File: config.mk
export PLATFORM = sky130hd
export DESIGN_NAME = add_sequencer
export DESIGN_NICKNAME = d
export VERILOG_FILES = /design/src/rtl/add_seq_pkg.sv /design/src/rtl/add_seq_chunk_adder.sv /design/src/rtl/add_sequencer.sv
export SDC_FILE = /design/constraint.sdc
export NUM_CORES = 1
export LEC_CHECK = 0
export ABC_AREA = 1
export BUFFER_PORTS_ARGS = -buffer_cell sky130_fd_sc_hd__buf_2
export CAP_MARGIN = 30
export CORE_UTILIZATION = 55
export CTS_CLUSTER_DIAMETER = 80
export DETAILED_ROUTE_END_ITERATION = 8
export PLACE_DENSITY_LB_ADDON = 0.1
export SYNTH_ARGS = -nofsm -noshare
export SYNTH_HDL_FRONTEND = slang
export SYNTH_SLANG_ARGS = --single-unit
File: constraint.sdc
create_clock -name clk -period 7.51 [get_ports clk]
set_clock_uncertainty 0.05 [all_clocks]
set_input_delay 0.751 -clock clk [delete_from_list [all_inputs] [get_ports clk]]
set_output_delay 0.751 -clock clk [all_outputs]
set_load 0.05 [all_outputs]
File: src/rtl/add_seq_pkg.sv
// Shared types and default widths for the chunk-serial adder (add_sequencer).
package add_seq_pkg;
  localparam int DATA_W_DEF  = 64;
  localparam int CHUNK_W_DEF = 16;

  typedef enum logic [1:0] {
    IDLE = 2'd0,
    RUN  = 2'd1,
    DONE = 2'd2
  } state_e;
endpackage

File: src/rtl/add_seq_chunk_adder.sv
// Combinational CHUNK_W-bit adder with carry in/out; the one shared datapath slice.
module add_seq_chunk_adder #(
  parameter int CHUNK_W = 16
) (
  input  logic [CHUNK_W-1:0] a,
  input  logic [CHUNK_W-1:0] b,
  input  logic               cin,
  output logic [CHUNK_W-1:0] sum,
  output logic               cout
);
  logic [CHUNK_W:0] full;

  assign full = {1'b0, a} + {1'b0, b} + {{CHUNK_W{1'b0}}, cin};
  assign sum  = full[CHUNK_W-1:0];
  assign cout = full[CHUNK_W];
endmodule

File: src/rtl/add_sequencer.sv
// Multi-cycle DATA_W adder: one CHUNK_W adder walked LSB chunk first with a carry register.
// Define ADD_SEQ_SUB_EN to add the in_sub port (a - b via inverted b and forced carry-in).
module add_sequencer
  import add_seq_pkg::*;
#(
  parameter int DATA_W  = DATA_W_DEF,
  parameter int CHUNK_W = CHUNK_W_DEF
) (
  input  logic              clk,
  input  logic              rst_n,
  input  logic              in_valid,
  output logic              in_ready,
  input  logic [DATA_W-1:0] in_a,
  input  logic [DATA_W-1:0] in_b,
  input  logic              in_cin,
`ifdef ADD_SEQ_SUB_EN
  input  logic              in_sub,
`endif
  output logic              out_valid,
  input  logic              out_ready,
  output logic [DATA_W-1:0] out_sum,
  output logic              out_cout,
  output logic              busy
);
  localparam int NUM_CHUNKS = DATA_W / CHUNK_W;
  localparam int CNT_W      = (NUM_CHUNKS > 1) ? $clog2(NUM_CHUNKS) : 1;
  localparam logic [CNT_W-1:0] CNT_LAST = CNT_W'(NUM_CHUNKS - 1);

  generate
    if (DATA_W % CHUNK_W != 0) begin : g_bad_width
      $error("add_sequencer: DATA_W must be a multiple of CHUNK_W");
    end
  endgenerate

  state_e            state_q, state_d;
  logic [CNT_W-1:0]  cnt_q, cnt_d;
  logic              carry_q, carry_d;
  logic [DATA_W-1:0] a_q, a_d;
  logic [DATA_W-1:0] b_q, b_d;
  logic [DATA_W-1:0] sum_q, sum_d;
  logic              cout_q, cout_d;

  logic [CHUNK_W-1:0] ch_a, ch_b, ch_sum;
  logic               ch_cout;
  logic               load_sub;

  assign ch_a = a_q[cnt_q*CHUNK_W +: CHUNK_W];
  assign ch_b = b_q[cnt_q*CHUNK_W +: CHUNK_W];

  add_seq_chunk_adder #(.CHUNK_W(CHUNK_W)) u_chunk_adder (
    .a    (ch_a),
    .b    (ch_b),
    .cin  (carry_q),
    .sum  (ch_sum),
    .cout (ch_cout)
  );

`ifdef ADD_SEQ_SUB_EN
  assign load_sub = in_sub;
`else
  assign load_sub = 1'b0;
`endif

  always_comb begin
    state_d = state_q;
    cnt_d   = cnt_q;
    carry_d = carry_q;
    a_d     = a_q;
    b_d     = b_q;
    sum_d   = sum_q;
    cout_d  = cout_q;
    case (state_q)
      IDLE: begin
        if (in_valid) begin
          a_d     = in_a;
          // Subtract is a + ~b + 1, so only the load differs from an add.
          b_d     = load_sub ? ~in_b : in_b;
          carry_d = load_sub ? 1'b1 : in_cin;
          cnt_d   = '0;
          state_d = RUN;
        end
      end
      RUN: begin
        sum_d[cnt_q*CHUNK_W +: CHUNK_W] = ch_sum;
        carry_d = ch_cout;
        if (cnt_q == CNT_LAST) begin
          cout_d  = ch_cout;
          cnt_d   = '0;
          state_d = DONE;
        end else begin
          cnt_d = cnt_q + 1'b1;
        end
      end
      DONE: begin
        if (out_ready) state_d = IDLE;
      end
      default: state_d = IDLE;
    endcase
  end

  always_ff @(posedge clk or negedge rst_n) begin
    if (!rst_n) begin
      state_q <= IDLE;
      cnt_q   <= '0;
      carry_q <= 1'b0;
      a_q     <= '0;
      b_q     <= '0;
      sum_q   <= '0;
      cout_q  <= 1'b0;
    end else begin
      state_q <= state_d;
      cnt_q   <= cnt_d;
      carry_q <= carry_d;
      a_q     <= a_d;
      b_q     <= b_d;
      sum_q   <= sum_d;
      cout_q  <= cout_d;
    end
  end

  assign in_ready  = (state_q == IDLE);
  assign out_valid = (state_q == DONE);
  assign busy      = (state_q != IDLE);
  assign out_sum   = sum_q;
  assign out_cout  = cout_q;
endmodule

# Word-level counts from Yosys, hierarchy flattened

Cells that the tools add are included.

Bits in registers: 198
Input port bits: 133
Output and inout bits: 68

Add/subtract/negate cells: 4
Equality and inequality tests: 6
Shift operators: 4
Muxes and demuxes: 10
Reductions and logical operators: 7

Operators with widths:

| cell                                                    | number |
|---|---|
| variable part select 64 x 7 -> 16 bit                   | 2 |
| bitwise mux 64 bit                                      | 1 |
| variable shift 16 x 34 -> 64 bit (first input constant) | 1 |
| variable part select 16 x 34 -> 64 bit                  | 1 |
| negator 6 -> 34 bit                                     | 1 |
| adder 16 x 16 -> 17 bit                                 | 1 |
| adder 17 x 1 -> 17 bit                                  | 1 |
| 2-to-1 mux 2 bit                                        | 5 |
| case mux 2 bit (3 select lines)                         | 1 |
| AND reduction 2 bit                                     | 3 |
| equality test 2 bit (second input constant)             | 2 |
| != test 2 bit (second input constant)                   | 2 |
| case mux 2 bit (2 select lines)                         | 1 |
| nonzero test 2 bit                                      | 2 |
| AND reduction 3 bit                                     | 1 |
| adder 2 x 1 -> 2 bit (second input constant)            | 1 |
| equality test 2 x 1 -> 1 bit (second input constant)    | 1 |
| logical NOT 2 bit                                       | 1 |
| != test 2 x 1 -> 1 bit (second input constant)          | 1 |
| case mux 1 bit (2 select lines)                         | 1 |
| 2-to-1 mux 1 bit                                        | 1 |

# Logic depth before layout (Yosys ltp)

Depth in word-level cells: 5
Depth in mapped cells: 18

# Modules after synthesis

From an unflattened synthesis, not the netlist that was laid out.

Cell total of the unflattened synthesis: 1317
Area total of the unflattened synthesis: 10158.5 µm²

By module, submodules not included:

| module              | times used | cells each | area an instance (µm²) |
|---|---|---|---|
| add_sequencer       | 1          | 1132       | 9170.0 |
| add_seq_chunk_adder | 1          | 185        | 988.4 |

# Worst setup path after synthesis

No wires, ideal clock.

Path type: register to register
From: reg cnt_q[0]
To: reg sum_q[24] (netlist: out_sum[24])
Library setup time: 66 ps
Arrival time: 2640 ps
Data required time: 7394 ps
Path slack: 4754 ps
Cell stages (with the launch flop): 17
Path buffers: 3
Cell sequence: dfrtp_1 -> buf_2 -> inv_1 -> buf_2 -> buf_2 -> nor2_1 -> o22ai_1 -> fa_1 -> inv_1 -> fa_1 -> inv_1 -> nand3_1 -> nand3_1 -> a21oi_1 -> xnor2_1 -> nand4_1 -> nand2_1

Longest elaborated chain between the ends: 5

RTL lines:

| item                                                     | RTL line                                 | source |
|---|---|---|
| start, declared                                          | add_sequencer.sv:36                      | `logic [CNT_W-1:0] cnt_q, cnt_d;` |
| start signal, assigned                                   | add_sequencer.sv:112                     | `cnt_q <= cnt_d;` |
| variable part select 64 x 7 -> 16 bit (on tied branches) | add_sequencer.sv:47, add_sequencer.sv:48 |  |
| adder 16 x 16 -> 17 bit                                  | add_seq_chunk_adder.sv:13                | `assign full = {1'b0, a} + {1'b0, b} + {{CHUNK_W{1'b0}}, cin};` |
| adder 17 x 1 -> 17 bit                                   | add_seq_chunk_adder.sv:13                |  |
| variable part select 16 x 34 -> 64 bit                   | add_sequencer.sv:84                      | `sum_d[cnt_q*CHUNK_W +: CHUNK_W] = ch_sum;` |
| bitwise mux 64 bit *                                     | add_sequencer.sv:84                      |  |
| end signal, assigned                                     | add_sequencer.sv:116                     | `sum_q <= sum_d;` |
| end, declared                                            | add_sequencer.sv:40                      | `logic [DATA_W-1:0] sum_q, sum_d;` |

Mark *: on every way between the ends. The rest lies on a longest branch, timed or not.
A chain may end at the register's enable or synchronous reset.

# Worst setup path after layout

From: reg cnt_q[0]
To: reg sum_q[54] (netlist: out_sum[54])

Same word-level chain as after synthesis.

==> flow_metrics.py <==
metrics = {
    "worst_setup_path": {
        "endpoint_kind": "flop",
        "critPathRequiredTime_ns": 7.80,
        "cp_slowest_cell": "buf_4",
        "cp_max_fo": 37,
        "slowest_delay_ns": 0.44,
        "worstSetupPathType": "reg -> reg",
        "cp.arrival_ns": 3.70,
        "cp-start-kind": "flop",
        "worstPathCellList": "inv_2 -> buf_4 -> o21ai_0 -> o22ai_1 -> fa_1 -> inv_1 -> fa_1 -> inv_1 -> nand4_1 -> nand2_1 -> xor2_1 -> nand3_1 -> o21ai_0",
    },
    "logic_synthesis": {
        "yosysUniqueCellTypes": 32,
        "ys_ff_latch": 198,
        "yosysSeqAreaShare_pct": 52.49,
        "avgSynthCellArea_um2": 7.814,
        "syn-instance-count": 1208,
        "yosysWarnings": 0,
        "syn-num-nets": 1364,
        "syn_area_um2": 9439,
    },
    "global_route": {
        "grt_pass1_vias": 8196,
        "antenna_found_initial": 0,
        "grt_max_degree": 106,
        "grt.overflow.total": 0,
        "grt_use_total_pct": 29.28,
        "grt_pass1_wl_um": 40810,
    },
    "timing": {
        "fin_crit_sh_pct": 45.37,
        "setup_viol": 0,
        "rsz0062_at_grt": "no",
        "slew_viol_final": 0,
        "relSlewSlack_pct": 31.16,
        "worst_slack_ns": 4.103,
        "fin_crit_ns": 3.407,
        "tns_ns": 0,
        "hold_violations": 0,
        "max_freq_ghz": 0.2935,
        "tightestPinTransition_ns": 1.024,
    },
    "place": {
        "io_buffers": 200,
        "dp.final_hpwl_um": 16690,
        "gp_congestion": 0.9406,
        "dp_slack_ns": 4.129,
        "placed_cells": 1576,
    },
    "floorplanning": {
        "initial_core_util_pct": 56.72,
        "chipHeight_um": 133.0,
        "placementRows": 47,
        "die_width_um": 133.0,
        "coreArea_um2": 16640,
        "die-area_um2": 17690,
        "ios": 201,
    },
    "cts": {
        "ctsHtreeMaxLevel": 4,
        "hold_buffers": 0,
        "clk_pin_slew_ns": 0.07,
        "ctsResizeCount": 0,
        "clock_latency_ns": 0.43,
        "tritoncts": "built",
        "cts.sinks": 198,
        "cts-root-buf": "clkbuf_16",
        "cts_setup_buffers": 0,
        "clock_path_buffers": 2,
        "numCtsBuffers": 17,
    },
    "final_layout": {
        "antennaDiodeCount": 0,
        "layout.nets": 1531,
        "fin_cells": 1607,
        "drive_gt1_share_pct": 18.10,
        "layout-area-overhead-vs-synth_pct": 18.21,
    },
    "drt": {
        "via_count": 8392,
        "antenna_left": 0,
        "avgViaCountPerCell": 5.222,
        "wire_per_inst_um": 15.02,
        "drtPass1Iterations": 5,
        "drc": 0,
        "drtIter0Drc": 564,
        "wl_um": 24130,
    },
    "flow_run": {
        "drv_cap": 0,
    },
    "run_status": {
        "outcome": "finished, final reports clean",
    },
    "min_path": {
        "min_path_type": "in -> async",
    },
}
## cell type report
class                   instances  area [µm²]
fillers                      1470        5484
flip-flops and latches        198        4956
multi-input cells             894        4024
repair buffers                208        1110
clock buffers                  21       460.4
well taps                     220       275.3
inverters                      56       212.7
clock inverters                10       120.1
## cells in the mapped netlist
cell	count	area, µm²
nand2_1	590	2215
dfrtp_1	198	4955
o21ai_0	82	410.4
nor2_1	78	292.8
inv_1	56	210.2
o22ai_1	31	193.9
clkbuf_1	26	97.59
nand3_1	25	125.1
buf_2	23	115.1
ha_1	21	262.8
nand4_1	18	112.6
a21oi_1	12	60.06
buf_1	10	37.54
xnor2_1	5	43.79
a22o_1	4	35.03
xor2_1	4	35.03
nand2_2	3	18.77
nor3_1	3	15.01
a32oi_1	2	17.52
fa_1	2	40.04
nand3b_1	2	15.01
nor2_4	2	22.52
o31ai_1	2	15.01
a22o_2	1	10.01
a32o_1	1	10.01
and2_1	1	6.260
buf_4	1	7.510
nor2_8	1	20.02
nor3_4	1	16.27
nor4_2	1	12.51
o21ai_1	1	5.000
or2_2	1	6.260
## critical path: cells and delay by family, from the launching register on
| kind | cells | cell delay, ns |
|---|---|---|
| xor gates and xnor gates | 1 | 0.24 |
| buffers and inverters | 4 | 0.99 |
| adders and majority gates | 2 | 0.62 |
| DFF | 1 | 0.41 |
| AOI/OAI and AO/OA | 3 | 0.56 |
| and+or+nand+nor | 3 | 0.43 |
## metrics by stage
step	util (%)	hold slack, ns	instance area, µm²
2_1_floorplan	-	0.3936	9439
3_3_place_gp	63.23	0.4072	10520
3_5_place_dp	63.56	0.4101	10580
4_1_cts	67.05	0.1407	11160
5_1_grt	67.05	0.1490	11160
6_report	67.05	0.1419	11160
## placed cells by master (no fill, tap or decap), types with 3 or more instances in the layout
cell | Yosys | layout
nand2_1 | 590 | 589
buf_2 | 23 | 199
dfrtp_1 | 198 | 197
o21ai_0 | 82 | 82
nor2_1 | 78 | 78
inv_1 | 56 | 54
o22ai_1 | 31 | 31
nand3_1 | 25 | 25
ha_1 | 21 | 21
nand4_1 | 18 | 18
clkbuf_16 | 0 | 17
a21oi_1 | 12 | 12
buf_4 | 1 | 6
xnor2_1 | 5 | 5
xor2_1 | 4 | 4
a22o_1 | 4 | 4
nor3_1 | 3 | 3
nand2_2 | 3 | 3
inv_6 | 0 | 3
clkbuf_8 | 0 | 3
## routing by layer
layer  GRT usage [%]  wire, µm  up-vias
met1           41.19     11200     3915
met2           46.66     11290      281
li1                -         -     4166
met3           4.598      1266       30
met4           9.451       382        0
met5               0         0        -
## kinds of logic (layout without fill, tap and decap cells)
logic type	Yosys count	in the layout	share of synthesized area (%)
AO/OA/AOI/OAI	136	136	8.020
XOR/XNOR	9	9	0.8350
adder cells (fa/ha/maj)	23	23	3.208
buffers and inverters	116	295	4.958
flip-flops	198	198	52.49
AND/OR/NAND/NOR	726	726	30.49
## path summary, 6_finish.rpt
| check | endpoint | from | slack (ns) | cells after the start |
|---|---|---|---|---|
| setup / recovery | out_sum[54]$_DFFE_PN0P_ | cnt_q[0]$_DFFE_PN0P_ | 4.10 | 13 |
| hold / removal | out_sum[49]$_DFFE_PN0P_ | rst_n | 0.14 | 1 |
| setup reg to reg | out_sum[54]$_DFFE_PN0P_ | cnt_q[0]$_DFFE_PN0P_ | 4.10 | 13 |
| hold reg to reg | a_q[26]$_DFFE_PN0P_ | a_q[26]$_DFFE_PN0P_ | 0.42 | 2 |
| max in group asynchronous | a_q[43]$_DFFE_PN0P_ | rst_n | 6.16 | 2 |
| min in group clk | a_q[26]$_DFFE_PN0P_ | a_q[26]$_DFFE_PN0P_ | 0.42 | 2 |
## registers in the layout, indices dropped and copies added, names as in the netlist
signal / cells
cnt_q: 2
out_sum: 64
a_q: 64
state_q: 2
carry_q: 1
b_q: 64
out_cout: 1
Power is left out: the tool's default activity adds up to more than one toggle a clock period on the data nets, which glitch-free logic cannot reach.
